## config.mk

```make
export PLATFORM = sky130hd
export DESIGN_NAME = lsu_mem_ctrl_flat
export DESIGN_NICKNAME = d
export VERILOG_FILES = /design/src/rtl/lsu_mem_ctrl_if.sv /design/src/rtl/lsu_mem_ctrl.sv /design/src/flat_wrapper.sv
export SDC_FILE = /design/constraint.sdc
export NUM_CORES = 1
export LEC_CHECK = 0
export ABC_CLOCK_PERIOD_IN_PS = 2300
export BUFFER_PORTS_ARGS = -buffer_cell sky130_fd_sc_hd__buf_2
export CORE_UTILIZATION = 52
export DETAILED_ROUTE_END_ITERATION = 10
export GPL_TIMING_DRIVEN = 0
export HOLD_SLACK_MARGIN = 0.02
export PLACE_DENSITY = 0.88
export SETUP_SLACK_MARGIN = 0.05
export SYNTH_ARGS = -nofsm -noshare
export SYNTH_HDL_FRONTEND = slang
export SYNTH_SLANG_ARGS = --single-unit
```

## constraint.sdc

```tcl
create_clock -name clk -period 2.3 [get_ports clk]
set_input_delay 0.23 -clock clk [delete_from_list [all_inputs] [get_ports clk]]
set_output_delay 0.23 -clock clk [all_outputs]
set_load 0.02 [all_outputs]
```

## src/rtl/lsu_mem_ctrl_if.sv

```systemverilog
// Bundles the pipeline-side request/response handshake and the 64-bit
// data-memory bus of the load/store sequencer into one interface.
// 'slave' is the controller's view; 'master' is the view of whatever
// drives the pipeline requests and models the memory.
interface lsu_mem_ctrl_if;
  // Pipeline request
  logic        req_valid;
  logic        req_ready;
  logic        req_wen;
  logic [63:0] req_addr;
  logic [63:0] req_wdata;
  logic [2:0]  req_load_type;
  logic [1:0]  req_store_size;
  // Pipeline response
  logic        resp_valid;
  logic [63:0] resp_data;
  logic [1:0]  resp_err;
  // Memory bus request
  logic        mem_req_valid;
  logic        mem_req_ready;
  logic [63:0] mem_req_addr;
  logic        mem_req_wen;
  logic [63:0] mem_req_wdata;
  logic [7:0]  mem_req_wmask;
  // Memory bus response
  logic        mem_resp_valid;
  logic [63:0] mem_resp_rdata;

  modport slave (
    input  req_valid, req_wen, req_addr, req_wdata, req_load_type, req_store_size,
    input  mem_req_ready, mem_resp_valid, mem_resp_rdata,
    output req_ready, resp_valid, resp_data, resp_err,
    output mem_req_valid, mem_req_addr, mem_req_wen, mem_req_wdata, mem_req_wmask
  );

  modport master (
    output req_valid, req_wen, req_addr, req_wdata, req_load_type, req_store_size,
    output mem_req_ready, mem_resp_valid, mem_resp_rdata,
    input  req_ready, resp_valid, resp_data, resp_err,
    input  mem_req_valid, mem_req_addr, mem_req_wen, mem_req_wdata, mem_req_wmask
  );
endinterface

```

## src/rtl/lsu_mem_ctrl.sv

```systemverilog
// Load/store sequencer between the MEM stage and the 64-bit data bus.
// One transaction in flight: accept -> alignment check -> one aligned
// 8-byte bus request -> wait (with watchdog) -> one-cycle result pulse.
// Every output is a register or a decode of the state register.
module lsu_mem_ctrl #(
  parameter int unsigned TIMEOUT = 255  // cycles allowed in WAIT; 0 disables
) (
  input logic           clk,
  input logic           rst_n,
  lsu_mem_ctrl_if.slave bus
);

  typedef enum logic [1:0] {S_IDLE, S_REQ, S_WAIT, S_RESP} state_e;

  localparam logic [1:0] ERR_OK       = 2'b00;
  localparam logic [1:0] ERR_MISALIGN = 2'b01;
  localparam logic [1:0] ERR_TIMEOUT  = 2'b10;

  // log2 of the load access size in bytes; type 000 behaves as ld
  function automatic logic [1:0] load_size(input logic [2:0] lt);
    case (lt)
      3'b001, 3'b101: load_size = 2'd0;
      3'b010, 3'b110: load_size = 2'd1;
      3'b011, 3'b111: load_size = 2'd2;
      default:        load_size = 2'd3;
    endcase
  endfunction

  function automatic logic is_misaligned(input logic [1:0] sz, input logic [2:0] a);
    case (sz)
      2'd0:    is_misaligned = 1'b0;
      2'd1:    is_misaligned = a[0];
      2'd2:    is_misaligned = |a[1:0];
      default: is_misaligned = |a;
    endcase
  endfunction

  function automatic logic [7:0] store_mask(input logic [1:0] sz, input logic [2:0] a);
    case (sz)
      2'd0:    store_mask = 8'b0000_0001 << a;
      2'd1:    store_mask = 8'b0000_0011 << a;
      2'd2:    store_mask = 8'b0000_1111 << a;
      default: store_mask = 8'hFF;
    endcase
  endfunction

  // Shift the addressed bytes down to bit 0, then zero/sign extend
  function automatic logic [63:0] extract_load(input logic [63:0] rdata,
                                               input logic [2:0]  a,
                                               input logic [2:0]  lt);
    logic [63:0] d;
    d = rdata >> {a, 3'b000};
    case (lt)
      3'b001:  extract_load = {{56{d[7]}},  d[7:0]};
      3'b010:  extract_load = {{48{d[15]}}, d[15:0]};
      3'b011:  extract_load = {{32{d[31]}}, d[31:0]};
      3'b101:  extract_load = {56'd0, d[7:0]};
      3'b110:  extract_load = {48'd0, d[15:0]};
      3'b111:  extract_load = {32'd0, d[31:0]};
      default: extract_load = d;
    endcase
  endfunction

  state_e      r_state, w_state_nxt;
  logic        r_wen;
  logic [63:0] r_addr;
  logic [2:0]  r_load_type;
  logic [63:0] r_wdata;
  logic [7:0]  r_wmask;
  logic [63:0] r_resp_data;
  logic [1:0]  r_err;
  logic [15:0] r_cnt;

  logic        w_accept;
  logic [1:0]  w_size;
  logic        w_misaligned;
  logic        w_timeout;
  logic        w_resp_load;
  logic        w_take_rdata;
  logic [1:0]  w_err_nxt;

  assign w_accept     = bus.req_valid && (r_state == S_IDLE);
  assign w_size       = bus.req_wen ? bus.req_store_size : load_size(bus.req_load_type);
  assign w_misaligned = is_misaligned(w_size, bus.req_addr[2:0]);
  assign w_timeout    = (TIMEOUT != 0) && (32'(r_cnt) >= TIMEOUT);

  // State register
  // NOTE: clocked state uses non-blocking assignments so every flop samples
  // pre-edge values regardless of the order the always blocks evaluate in.
  always_ff @(posedge clk or negedge rst_n) begin
    if (!rst_n) r_state <= S_IDLE;
    else        r_state <= w_state_nxt;
  end

  // Next-state decode plus the "load the response registers" strobe
  // NOTE: every signal gets a default before the case so no path leaves it
  // unassigned; otherwise synthesis infers a latch.
  always_comb begin
    w_state_nxt  = r_state;
    w_resp_load  = 1'b0;
    w_take_rdata = 1'b0;
    w_err_nxt    = ERR_OK;
    case (r_state)
      S_IDLE: begin
        if (w_accept) begin
          if (w_misaligned) begin
            w_state_nxt = S_RESP;
            w_resp_load = 1'b1;
            w_err_nxt   = ERR_MISALIGN;
          end else begin
            w_state_nxt = S_REQ;
          end
        end
      end
      S_REQ: begin
        // A response arriving alongside mem_req_ready is not for us: ignored
        if (bus.mem_req_ready) w_state_nxt = S_WAIT;
      end
      S_WAIT: begin
        if (bus.mem_resp_valid) begin
          w_state_nxt  = S_RESP;
          w_resp_load  = 1'b1;
          w_take_rdata = 1'b1;
        end else if (w_timeout) begin
          w_state_nxt = S_RESP;
          w_resp_load = 1'b1;
          w_err_nxt   = ERR_TIMEOUT;
        end
      end
      default: w_state_nxt = S_IDLE;  // S_RESP lasts one cycle
    endcase
  end

  // Capture the request at acceptance; bus fields stay stable until the next accept
  always_ff @(posedge clk or negedge rst_n) begin
    if (!rst_n) begin
      r_wen       <= 1'b0;
      r_addr      <= '0;
      r_load_type <= '0;
      r_wdata     <= '0;
      r_wmask     <= '0;
    end else if (w_accept) begin
      r_wen       <= bus.req_wen;
      r_addr      <= bus.req_addr;
      r_load_type <= bus.req_load_type;
      r_wdata     <= bus.req_wdata << {bus.req_addr[2:0], 3'b000};
      r_wmask     <= bus.req_wen ? store_mask(bus.req_store_size, bus.req_addr[2:0]) : 8'h00;
    end
  end

  // Response registers: data is only non-zero for a successful load
  always_ff @(posedge clk or negedge rst_n) begin
    if (!rst_n) begin
      r_resp_data <= '0;
      r_err       <= ERR_OK;
    end else if (w_resp_load) begin
      r_err       <= w_err_nxt;
      r_resp_data <= (w_take_rdata && !r_wen)
                     ? extract_load(bus.mem_resp_rdata, r_addr[2:0], r_load_type)
                     : 64'd0;
    end
  end

  // Watchdog: cleared on bus handshake, counts (saturating) every WAIT cycle
  always_ff @(posedge clk or negedge rst_n) begin
    if (!rst_n)                                     r_cnt <= '0;
    else if (r_state == S_REQ && bus.mem_req_ready) r_cnt <= '0;
    else if (r_state == S_WAIT && r_cnt != 16'hFFFF) r_cnt <= r_cnt + 16'd1;
  end

  assign bus.req_ready     = (r_state == S_IDLE);
  assign bus.resp_valid    = (r_state == S_RESP);
  assign bus.resp_data     = r_resp_data;
  assign bus.resp_err      = r_err;
  assign bus.mem_req_valid = (r_state == S_REQ);
  assign bus.mem_req_addr  = {r_addr[63:3], 3'b000};
  assign bus.mem_req_wen   = r_wen;
  assign bus.mem_req_wdata = r_wdata;
  assign bus.mem_req_wmask = r_wmask;

endmodule

```

## src/flat_wrapper.sv

```systemverilog
// flat-port wrapper written by rule: the top's interface ports become plain ports
module lsu_mem_ctrl_flat 
#(
  parameter int unsigned TIMEOUT = 255                                       
)
  (clk, rst_n, bus_req_valid, bus_req_wen, bus_req_addr, bus_req_wdata, bus_req_load_type, bus_req_store_size, bus_mem_req_ready, bus_mem_resp_valid, bus_mem_resp_rdata, bus_req_ready, bus_resp_valid, bus_resp_data, bus_resp_err, bus_mem_req_valid, bus_mem_req_addr, bus_mem_req_wen, bus_mem_req_wdata, bus_mem_req_wmask);
  lsu_mem_ctrl_if bus_i ();
  input logic clk;
  input logic rst_n;
  input wire logic [$bits(bus_i.req_valid)-1:0] bus_req_valid;
  input wire logic [$bits(bus_i.req_wen)-1:0] bus_req_wen;
  input wire logic [$bits(bus_i.req_addr)-1:0] bus_req_addr;
  input wire logic [$bits(bus_i.req_wdata)-1:0] bus_req_wdata;
  input wire logic [$bits(bus_i.req_load_type)-1:0] bus_req_load_type;
  input wire logic [$bits(bus_i.req_store_size)-1:0] bus_req_store_size;
  input wire logic [$bits(bus_i.mem_req_ready)-1:0] bus_mem_req_ready;
  input wire logic [$bits(bus_i.mem_resp_valid)-1:0] bus_mem_resp_valid;
  input wire logic [$bits(bus_i.mem_resp_rdata)-1:0] bus_mem_resp_rdata;
  output wire logic [$bits(bus_i.req_ready)-1:0] bus_req_ready;
  output wire logic [$bits(bus_i.resp_valid)-1:0] bus_resp_valid;
  output wire logic [$bits(bus_i.resp_data)-1:0] bus_resp_data;
  output wire logic [$bits(bus_i.resp_err)-1:0] bus_resp_err;
  output wire logic [$bits(bus_i.mem_req_valid)-1:0] bus_mem_req_valid;
  output wire logic [$bits(bus_i.mem_req_addr)-1:0] bus_mem_req_addr;
  output wire logic [$bits(bus_i.mem_req_wen)-1:0] bus_mem_req_wen;
  output wire logic [$bits(bus_i.mem_req_wdata)-1:0] bus_mem_req_wdata;
  output wire logic [$bits(bus_i.mem_req_wmask)-1:0] bus_mem_req_wmask;
  assign bus_i.req_valid = bus_req_valid;
  assign bus_i.req_wen = bus_req_wen;
  assign bus_i.req_addr = bus_req_addr;
  assign bus_i.req_wdata = bus_req_wdata;
  assign bus_i.req_load_type = bus_req_load_type;
  assign bus_i.req_store_size = bus_req_store_size;
  assign bus_i.mem_req_ready = bus_mem_req_ready;
  assign bus_i.mem_resp_valid = bus_mem_resp_valid;
  assign bus_i.mem_resp_rdata = bus_mem_resp_rdata;
  assign bus_req_ready = bus_i.req_ready;
  assign bus_resp_valid = bus_i.resp_valid;
  assign bus_resp_data = bus_i.resp_data;
  assign bus_resp_err = bus_i.resp_err;
  assign bus_mem_req_valid = bus_i.mem_req_valid;
  assign bus_mem_req_addr = bus_i.mem_req_addr;
  assign bus_mem_req_wen = bus_i.mem_req_wen;
  assign bus_mem_req_wdata = bus_i.mem_req_wdata;
  assign bus_mem_req_wmask = bus_i.mem_req_wmask;
  lsu_mem_ctrl #(.TIMEOUT(TIMEOUT)) u_core (.clk(clk), .rst_n(rst_n), .bus(bus_i));
endmodule
```

### Yosys cells after proc, flatten, opt, wreduce, memory -nomap -nowiden

Cells that the tools add are included.

| storage, ports and cells | value |
|---|---|
| register bits | 224 |
| input bits | 203 |
| output and inout port bits | 206 |
| word-level logic and storage cells | 81 |

| operators by class | value |
|---|---|
| add/sub/neg operators | 1 |
| magnitude comparators | 1 |
| equality and inequality tests | 23 |
| shift operators | 5 |
| multiplexer cells | 27 |
| reductions and logical operators | 15 |

Operators with widths:

| operator | count |
|---|---|
| $pmux W64 S6 | 1 |
| $mux W64 | 1 |
| $shl A64 B6 Y64 | 1 |
| $shr A64 B6 Y64 | 1 |
| $mux W16 | 2 |
| $pmux W8 S3 | 1 |
| $eq A3 B3 Y1 const B | 6 |
| $mux W2 | 9 |
| $add A16 B1 Y16 const B | 1 |
| $ge A16 B8 Y1 const B | 1 |
| $ne A16 B16 Y1 const B | 1 |
| $eq A3 B2 Y1 const B | 4 |
| $pmux W2 S3 | 2 |
| $eq A2 B2 Y1 const B | 4 |
| $mux W8 | 1 |
| $reduce_or A2 Y1 | 4 |
| $shl A1 B3 Y8 const A | 1 |
| $shl A2 B3 Y8 const A | 1 |
| $shl A4 B3 Y8 const A | 1 |
| $mux W1 | 7 |
| $eq A2 B1 Y1 const B | 3 |
| $eq A3 B1 Y1 const B | 2 |
| $logic_not A2 Y1 | 3 |
| $logic_and A1 B1 Y1 | 4 |
| other kinds (10) | 10 |

### Depth between registers and ports, before layout

Gate-level depths: netlist of run 1.

| logic depth | value |
|---|---|
| depth in word-level cells | 9 |
| mapped depth | 9 |
| gate-level depth less buffers | 7 |

### Worst setup path after synthesis of run 1

OpenSTA, ideal clock, no wires.

| timing | value |
|---|---|
| kind | flip-flop to flip-flop |
| start point | reg u_core.r_addr[1] |
| end point | reg u_core.r_resp_data[32], in the netlist u_core.bus.resp_data[32] |
| library setup time | 121 ps |
| arrival | 1948 ps |
| required time | 2179 ps |
| slack | 231 ps |
| cell stages (with the launch flop) | 9 |
| buffers on the path | 2 |
| clock period less this slack | 2069 ps |
| cell sequence | dfrtp_1 > buf_6 > mux2_4 > o22a_1 > and4b_4 > a2111oi_4 > nor2_2 > buf_6 > a22o_1 |

| on the way | value |
|---|---|
| word-level cells in the longest chain between the ends | 3 |

RTL lines:

| item | RTL line | text |
|---|---|---|
| start, declared | lsu_mem_ctrl.sv:66 | `logic [63:0] r_addr;` |
| start signal, assigned | lsu_mem_ctrl.sv:144 | `r_addr <= bus.req_addr;` |
| $shr A64 B6 Y64 | lsu_mem_ctrl.sv:52 | `d = rdata >> {a, 3'b000};` |
| $pmux W64 S6 | lsu_mem_ctrl.sv:53 | `case (lt)` |
| $mux W64 | lsu_mem_ctrl.sv:159 | `? extract_load(bus.mem_resp_rdata, r_addr[2:0], r_load_type)` |
| end signal, assigned | lsu_mem_ctrl.sv:158 | `r_resp_data <= (w_take_rdata && !r_wen)` |
| end, declared | lsu_mem_ctrl.sv:70 | `logic [63:0] r_resp_data;` |

No other way between the ends.
A chain may end at the register's enable or synchronous reset.

### Worst setup path after layout of run 1

| timing | value |
|---|---|
| start point | reg u_core.r_addr[2] |
| end point | reg u_core.r_resp_data[38], in the netlist u_core.bus.resp_data[38] |

The elaborated chain is that of the path after synthesis.

==> results_dict.tcl, run 1 <==
set metrics [dict create \
    max-vdd-ir-drop_uv 972.5 \
    grt-busiest-layer "met2" \
    cp_common_cell "buf_4" \
    gr-usage-met1_pct 43.11 \
    leakage_uw 0.008133 \
    hold_viol_final 0 \
    layout_commonest_cell "buf_2" \
    worstSetupPathType "reg -> reg" \
    gr-usage-met2_pct 64.98 \
    ios 409 \
    p_per_area_mw_per_mm2 1388 \
    ys_seq_elements 224 \
    drive_gt1_share_pct 42.98 \
    cts_buffers 25 \
    die_w_um 157.5 \
    ys_types 62 \
    period_share_pct 97.07 \
    ys_async_sr_fraction_pct 100.0 \
    detail_route.wl_per_cell_um 24.15 \
    drcViolationCount 0 \
    slew-limit-headroom_pct 35.80 \
    num_vias 12388 \
    cts.clk_slew.worst_paths_ns 0.06 \
    arrival_ns 2.70 \
    cts.sinks 224 \
    worst_slack_ns 0.06736 \
    synth_edf_count 0 \
    design_area_mm2 0.01693 \
    use_met3_pct 9.141 \
    place.port_buffers 403 \
    netlist_instances 1161 \
    detail-route-antenna-nets 0 \
    first_pass_iters 6 \
    cpLargestDelayFamily "buffers and inverters" \
    worst_slew_pin_slew_ns 0.9594 \
    ys_warn_count 0 \
    drt_iter0_markers 1221 \
    initial_core_util_pct 53.28 \
    cp.required_ns 2.77 \
    critPathBufInv 3 \
    path_max_fanout 10 \
    avgViaCountPerCell 6.157 \
    final_cell_mix "buf_2, dfrtp_1, nand2_1, o21ai_0, buf_4" \
    h-tree-depth 1 \
    overflow 0 \
    die_area_mm2 0.02482 \
    drv_cap 0 \
    end_kind "flip-flop" \
    setup_viol_count_final 0 \
    fin_worst_skew_ns 0.01254 \
    cts_tree "yes" \
    place_area_mm2 0.01506 \
    wirelength_um 48590 \
    gp_congestion 1.001 \
    antenna_found_initial 9 \
    synthesis.area_mm2 0.01258 \
    hp-class "in -> reg" \
    whs_ns 0.02919 \
    nets 1884 \
    cpMaxStageDelayCell "dfrtp_2" \
    grt_pass1_wl_um 70710 \
    cpPeakStageDelay_ns 0.45 \
    cp_cell_sequence "buf_4 -> or2_0 -> buf_4 -> o221ai_4 -> a2111oi_4 -> nor2_4 -> buf_6 -> a22o_1" \
    rsz0062_at_grt "true" \
    max_freq_mhz 447.9 \
    grt_pass1_vias 12459 \
    grt_max_degree 121 \
    syn2layout_area_growth_pct 34.55 \
    finalCriticalPeriod_ns 2.233 \
    synth_flop_cell "dfrtp_1" \
    ys_seq_area_share_pct 44.55 \
    coreArea_mm2 0.02361 \
    clk_latency_ns 0.53 \
    status "complete, no violations" \
    clock_path_buffers 3 \
    cts-root-buf "clkbuf_16" \
    dp_hpwl_um 34930 \
    worstSetupStartpointType "flip-flop" \
    grt.total_usage_pct 38.59 \
    fp.dieH_um 157.5 \
    syn_area_per_cell_um2 10.84 \
    rows 56 \
    place_ws_ns -0.6333 \
    drv_slew 0 \
]
==> cell families after synthesis <==
family	count (synthesis)	synth area share [%]
simple gates	241	8.473
flops	224	44.55
xor+xnor	11	0.7658
compound gates	325	17.21
mux	189	21.08
other cells	1	0.02981
buf+inv	163	7.190
fa+ha+maj	7	0.6961
==> synthesized netlist by cell type, drive strengths merged (7+ instances only) <==
| cell | number | area share (%) |
|---|---|---|
| mux2i | 52 | 4.1 |
| a21oi | 54 | 2.1 |
| a211oi | 17 | 1.0 |
| o2bb2ai | 23 | 1.6 |
| nor2 | 45 | 1.4 |
| mux4 | 52 | 9.3 |
| buf | 97 | 5.2 |
| o21ai | 116 | 4.6 |
| a31oi | 8 | 0.40 |
| xor2 | 7 | 0.49 |
| a221oi | 9 | 0.63 |
| dfrtp | 224 | 45 |
| inv | 8 | 0.24 |
| a22o | 64 | 4.5 |
| clkbuf | 58 | 1.7 |
| nand2 | 136 | 4.1 |
| nand2b | 9 | 0.45 |
| o21a | 15 | 0.90 |
| mux2 | 85 | 7.6 |
| nor2b | 11 | 0.55 |
| ha | 7 | 0.70 |
| nand3 | 7 | 0.28 |
==> tightest hold or removal path, stage by stage <==
cell	delay, ns
buf_2	0.13
o21ai_0	0.09
o21ai_1	0.07
==> final timing paths <==
check                                              from                      endpoint  cells past startpoint  slack [ns]
max reg2reg                            u_core.r_addr[2]      u_core.bus.resp_data[38]                      8        0.07
max                                    u_core.r_addr[2]      u_core.bus.resp_data[38]                      8        0.07
min in group asynchronous                         rst_n  u_core.bus.mem_req_wdata[41]                      2        0.37
min                                         bus_req_wen   u_core.bus.mem_req_wmask[4]                      3        0.03
min reg2reg                u_core.bus.mem_req_wdata[39]  u_core.bus.mem_req_wdata[39]                      2        0.48
max in group asynchronous                         rst_n      u_core.bus.resp_data[48]                      3        0.88
==> metrics by stage <==
| stage | TNS, ns | power, uW | util (%) | std cells |
|---|---|---|---|---|
| after floorplan | 0 | 14450 | - | 1163 |
| after global placement | -651.34 | 18130 | 63.54 | 1885 |
| after detailed placement | -45.32 | 18460 | 63.76 | 1887 |
| after CTS | 0 | 22830 | 70.63 | 1997 |
| after global routing | 0 | 24560 | 71.69 | 2012 |
| final | 0 | 23490 | 71.69 | 2012 |
==> final cells by class <==
class / instances / area, um^2
Tap cell: 319 / 399.1
Antenna cell: 4 / 10.01
Inverter: 8 / 30.03
Buffer: 153 / 978.4
Timing Repair Buffer: 486 / 2840
Sequential cell: 224 / 5607
Clock buffer: 32 / 701.9
Fill cell: 1694 / 6685
Clock inverter: 10 / 118.9
Multi-Input combinational cell: 776 / 6242
==> report_power, final <==
group	switching (uW)	internal, uW
registers	1110	5610
clock network	1690	2370
logic	7440	5260
==> state kept, by name, indices dropped and copies added (netlist names) <==
name and cells:
u_core.r_load_type 3, u_core.r_addr 64, u_core.bus.mem_req_wmask 8, u_core.r_state 2, u_core.bus.resp_err 2, u_core.bus.mem_req_wdata 64
u_core.bus.resp_data 64, u_core.r_cnt 16, u_core.bus.mem_req_wen 1
==> repair_timing <==
item,in CTS,in global routing
setup buffers,2,11
endpoints found under the hold margin,186,0
gates cloned,0,0
hold buffers,68,0
gates resized for setup,43,52
setup endpoints to repair,176,126
pin swaps,3,5
==> routing by layer <==
metal  part of all wire (%)  vias up
met5                   0.15        -
met4                    7.8       10
met3                     10      259
met2                     48      938
met1                     34     5952
li1                       -     5229
No activity file was read; power rests on OpenSTA's default activity.
==> inputs of run 2 (changes only) <==
--- a/config.mk
+++ b/config.mk
@@ -13,3 +13,3 @@
 export HOLD_SLACK_MARGIN = 0.02
-export PLACE_DENSITY = 0.88
+export PLACE_DENSITY = 0.82
 export SETUP_SLACK_MARGIN = 0.05
==> constraint.sdc (replaced) <==
create_clock -name clk -period 2.3 [get_ports clk]
set_input_delay 0.575 -clock clk [delete_from_list [all_inputs] [get_ports clk]]
set_output_delay 0.575 -clock clk [all_outputs]
set_load 0.02 [all_outputs]
==> run 2 against run 1 <==
Sequential power barely moved. Utilization fell by 3.1 points. Sequential share of layout area rose by 1.5 points. Highest routed layer unchanged. Critical endpoint is now u_core.bus.resp_data[13].
==> results_dict.tcl, run 2 (synthesis gave the netlist of run 1 again) <==
set metrics [dict create \
    status "complete, no violations" \
    worstSetupStartpointType "flip-flop" \
    gp_congestion 1.024 \
    h-tree-depth 1 \
    drcViolationCount 0 \
    syn2layout_area_growth_pct 28.65 \
    period_share_pct 97.79 \
    place_area_mm2 0.01508 \
    rows 56 \
    rsz0062_at_grt "true" \
    min_path_cells 2 \
    cpMaxStageDelayCell "dfrtp_1" \
    worstRegToRegCells 9 \
    avgViaCountPerCell 6.098 \
    drive_gt1_share_pct 44.55 \
    dp_hpwl_um 35010 \
    leakage_uw 0.007836 \
    first_pass_iters 6 \
    fp.dieH_um 157.5 \
    wirelength_um 46650 \
    cp_num_cells 9 \
    grt_max_degree 124 \
    design_area_mm2 0.01619 \
    hold_viol_final 0 \
    hp-class "in -> reg" \
    place.port_buffers 403 \
    grt_pass1_wl_um 67850 \
    setup_viol_count_final 0 \
    detail_route.wl_per_cell_um 24.02 \
    final_cell_mix "buf_2, dfrtp_1, nand2_1, o21ai_0, buf_4" \
    cpLargestDelayFamily "compound AO/OA/AOI/OAI gates" \
    die_w_um 157.5 \
    detail-route-antenna-nets 0 \
    max_freq_mhz 444.6 \
    arrival_ns 2.67 \
    clk_latency_ns 0.53 \
    cts.sinks 224 \
    end_kind "flip-flop" \
    total_power_uw 22950 \
    num_vias 11842 \
    path_max_fanout 10 \
    overflow 0 \
    worst_slew_pin_slew_ns 1.087 \
    finalCriticalPeriod_ns 2.249 \
    fin_worst_skew_ns 0.007838 \
    nets 1814 \
    grt.total_usage_pct 36.80 \
    layout_commonest_cell "buf_2" \
    cts_buffers 25 \
    worstSetupPathType "reg -> reg" \
    cp.required_ns 2.72 \
    drv_slew 0 \
    cts.clk_slew.worst_paths_ns 0.06 \
    fin_util_pct 68.55 \
    drv_cap 0 \
    antenna_found_initial 2 \
    clock_path_buffers 3 \
    cpPeakStageDelay_ns 0.34 \
    initial_core_util_pct 53.28 \
    critPathBufInv 3 \
    ios 409 \
    num_antenna_cells 0 \
    grt_pass1_vias 11580 \
    die_area_mm2 0.02482 \
    p_per_area_mw_per_mm2 1418 \
    slew-limit-headroom_pct 27.24 \
    coreArea_mm2 0.02361 \
    cts-root-buf "clkbuf_16" \
    cp_cell_sequence "buf_6 -> buf_4 -> buf_2 -> mux2i_1 -> nor2_1 -> a21oi_1 -> o21a_1 -> o21ai_0 -> a22o_1" \
    drt_iter0_markers 1034 \
    cts_tree "yes" \
    max-vdd-ir-drop_uv 1124 \
]
==> run 2: changes by cell type in the layout (fill, tap and decap cells not counted), moves of 2 or more <==
cell           previous run  this run
clkbuf_2                 11        14
diode_2                   4         0
buf_1                     9         7
mux2i_1                  47        50
a21oi_1                  47        51
a21oi_2                   7         3
nor4_2                    3         1
clkinvlp_4                0         2
buf_6                    10         6
o21ai_1                   9        11
dlygate4sd3_1            68         1
o21ai_0                 107       104
mux2i_2                   5         2
==> run 2: timing repair <==
item	CTS	global route
pin swaps	4	6
buffers inserted	1	9
resized for setup	44	45
setup endpoints to repair	169	135
hold buffers	1	0
hold endpoints to repair	2	0
==> run 2: routing by layer <==
metal	wire length, um	part of all wire (%)	GRT usage (%)
met5	26	0.056	0
met4	2662	5.7	20.25
met3	4563	9.8	7.654
met2	22650	49	61.67
met1	16740	36	44.32
==> run 2: cell type report <==
type | instances | area, um^2
inverters | 8 | 30.03
clock buffers | 34 | 699.4
fillers | 1880 | 7427
clock inverters | 12 | 105.1
flip-flops and latches | 224 | 5607
well taps | 319 | 399.1
multi-input cells | 776 | 6217
plain buffers | 152 | 953.4
repair buffers | 417 | 2175
==> run 2: path summary, 6_finish.rpt <==
check | startpoint | end | slack [ns]
worst max-delay path | u_core.r_addr[1] | u_core.bus.resp_data[13] | 0.05
worst min-delay path | bus_mem_resp_valid | u_core.bus.resp_err[1] | 0.26
worst max register to register | u_core.r_addr[1] | u_core.bus.resp_data[13] | 0.05
worst min register to register | u_core.bus.mem_req_wdata[59] | u_core.bus.mem_req_wdata[59] | 0.48
max in group asynchronous | rst_n | u_core.bus.mem_req_wdata[58] | 0.62
min in group asynchronous | rst_n | u_core.bus.resp_data[35] | 0.41
==> run 2: report_power, final <==
part	switching (uW)	internal [uW]
sequential	1090	5610
combinational	7220	5070
clock	1700	2260
==> run 2: metrics by stage <==
step	setup TNS [ns]	worst slack (ns)	hold WS, ns	std cells
after detailed placement	-68.56	-0.6821	0.3541	1888
after floorplan	0	0.1576	0.2794	1163
final	0	0.05091	0.2647	1942
after global routing	0	0.01631	0.2544	1942
after CTS	0	0.04769	0.2525	1934
after global placement	-781.81	-3.197	0.4578	1885
==> inputs of run 3 (changes only) <==
Settings changed: CELL_PAD_IN_SITES_DETAIL_PLACEMENT from default to 1, CELL_PAD_IN_SITES_GLOBAL_PLACEMENT from default to 1, CORE_UTILIZATION 52 to 39, PLACE_DENSITY 0.82 to default, PLACE_DENSITY_LB_ADDON from default to 0.1.
==> run 3 against run 2 <==
Non-clock buffer count shrank 2. Die area rose by 33%. Critical endpoint is now u_core.bus.resp_data[43]. Clock skew is 0.0074 ns higher. Sequential cell count is the same. Clock-buffer cell count increased by 3.
==> results_dict.tcl, run 3 (synthesis gave the netlist of run 1 again) <==
set metrics [dict create \
    worstSetupStartpointType "flip-flop" \
    cts.clk_slew.worst_paths_ns 0.06 \
    hp-class "in -> reg" \
    end_kind "flip-flop" \
    rr_startpoint "u_core.r_addr[0]" \
    rsz0062_at_grt "true" \
    antenna_found_initial 11 \
    syn2layout_area_growth_pct 30.55 \
    dp_hpwl_um 37450 \
    finalCriticalPeriod_ns 2.200 \
    place.port_buffers 403 \
    seq_power_share_pct 28.2 \
    slew-limit-headroom_pct 27.58 \
    regArea_mm2 0.005609 \
    grt_pass1_wl_um 72650 \
    ios 409 \
    switching_share_pct 42.75 \
    multiInputGateArea_mm2 0.006240 \
    min_from "bus_req_addr[17]" \
    drcViolationCount 0 \
    cpPeakStageDelay_ns 0.44 \
    die_w_um 181.6 \
    max-vdd-ir-drop_uv 820.6 \
    die_area_mm2 0.03298 \
    clkPwrFrac_pct 18.9 \
    leakage_uw 0.007869 \
    worst_slew_pin_slew_ns 1.082 \
    cp.required_ns 2.71 \
    cts-root-buf "clkbuf_16" \
    grt_max_degree 87 \
    drv_slew 0 \
    arrival_ns 2.61 \
    fp.dieH_um 181.6 \
    gp_congestion 0.9631 \
    worstSetupPathType "reg -> reg" \
    overflow 0 \
    place_ws_ns -0.7511 \
    h-tree-depth 1 \
    num_vias 11603 \
    grt.total_usage_pct 29.05 \
    cts_buffers 26 \
    cts_tree "yes" \
    path_max_fanout 10 \
    max_freq_mhz 454.5 \
    wirelength_um 48600 \
    first_pass_iters 5 \
    cp_common_cell "buf_6" \
    avgViaCountPerCell 5.716 \
    drive_gt1_share_pct 45.31 \
    fillers 3606 \
    worst_slack_ns 0.09967 \
    drv_cap 0 \
    combPwrFrac_pct 52.9 \
    total_power_uw 23540 \
    hold_viol_final 0 \
    setup_tns_ns 0 \
    cpMaxStageDelayCell "a2111oi_4" \
    p_sw_uw 10060 \
    setup_viol_count_final 0 \
    intPower_uw 13480 \
    stdcell_count 2030 \
    drt_iter0_markers 948 \
    initial_core_util_pct 39.77 \
    clk_latency_ns 0.53 \
    grt_pass1_vias 11967 \
    p_per_area_mw_per_mm2 1433 \
    cpLargestDelayFamily "compound AO/OA/AOI/OAI gates" \
    status "complete, no violations" \
    clock_path_buffers 3 \
    dp_cells 1970 \
    rows 65 \
    coreArea_mm2 0.03164 \
    detail-route-antenna-nets 0 \
    cts.sinks 224 \
    period_share_pct 95.67 \
    fin_worst_skew_ns 0.01528 \
    detail_route.wl_per_cell_um 23.94 \
    crit_path_start "u_core.r_addr[0]" \
    final_cell_mix "buf_2, dfrtp_1, nand2_1, o21ai_0, buf_4" \
    critPathBufInv 2 \
    layout_commonest_cell "buf_2" \
    nets 1813 \
    cp_cell_sequence "buf_6 -> mux2_1 -> nand3_1 -> o221ai_2 -> a2111oi_4 -> nor2_4 -> buf_6 -> a22o_1" \
]
-- run 3: changes by cell type in the layout (fill, tap and decap cells not counted), moves of 3 or more --
cell       delta
a21oi_1       -7
a21oi_2       +7
buf_4         -6
diode_2       +6
mux2i_1       -4
mux2i_2       +4
buf_6         +3
bufinv_16     +3
o21ai_1       +3
-- run 3: through the flow --
stage / hold WS [ns] / utilization [%] / cell area (um^2)
after global routing: 0.2444 / 51.91 / 16420
after floorplan: 0.2794 / - / 12590
final: 0.2711 / 51.92 / 16420
after detailed placement: 0.4669 / 47.98 / 15180
after CTS: 0.2488 / 51.32 / 16240
after global placement: 0.4578 / 47.76 / 15110
-- run 3: worst register-to-register path, delay by kind of cell (launching register included) --
kind            cells  cell delay (ns)
simple gates        2             0.22
mux                 1             0.34
flops               1             0.37
buf+inv             2             0.35
compound gates      3             0.80
-- run 3: metal layers --
| layer | GRT usage [%] | vias up | wire length (um) |
|---|---|---|---|
| met5 | 0 | - | 43 |
| met4 | 10.54 | 8 | 1691 |
| met3 | 5.836 | 113 | 3888 |
| met2 | 49.71 | 538 | 23880 |
| met1 | 36.31 | 5842 | 19100 |
| li1 | - | 5102 | - |
-- run 3: final cells by class --
| class | instances | area share, % |
|---|---|---|
| diodes | 6 | 0.09141 |
| plain buffers | 153 | 5.889 |
| clock buffers | 37 | 4.586 |
| clock inverters | 10 | 0.9446 |
| inverters | 8 | 0.1828 |
| multi-input cells | 776 | 37.99 |
| flip-flops and latches | 224 | 34.15 |
| well taps | 402 | 3.062 |
| repair buffers | 414 | 13.10 |
-- run 3: path summary, 6_finish.rpt --
path,endpoint,slack (ns),depth (start not counted)
setup reg to reg,u_core.bus.resp_data[43],0.1,8
hold reg to reg,u_core.bus.mem_req_wdata[38],0.48,2
setup / recovery,u_core.bus.resp_data[43],0.1,8
max in group asynchronous,u_core.bus.resp_data[49],0.54,4
min in group asynchronous,u_core.r_cnt[11],0.58,2
hold / removal,u_core.r_addr[17],0.27,2
-- run 3: timing repair --
item / 4_1_cts / 5_1_grt
hold endpoints to repair: 58 / 0
setup endpoints to repair: 176 / 146
hold buffers: 1 / 0
pin swaps: 4 / 3
setup buffers: 1 / 7
resized for setup: 55 / 50
-- run 3: power by group through the flow --
stage	Clock (uW)	Sequential (uW)	Combinational, uW
after floorplan	0	7650	6800
after global placement	0	6570	11800
after detailed placement	0	6640	12000
after CTS	4500	6610	12200
after global routing	4660	6830	13300
final	4440	6630	12500
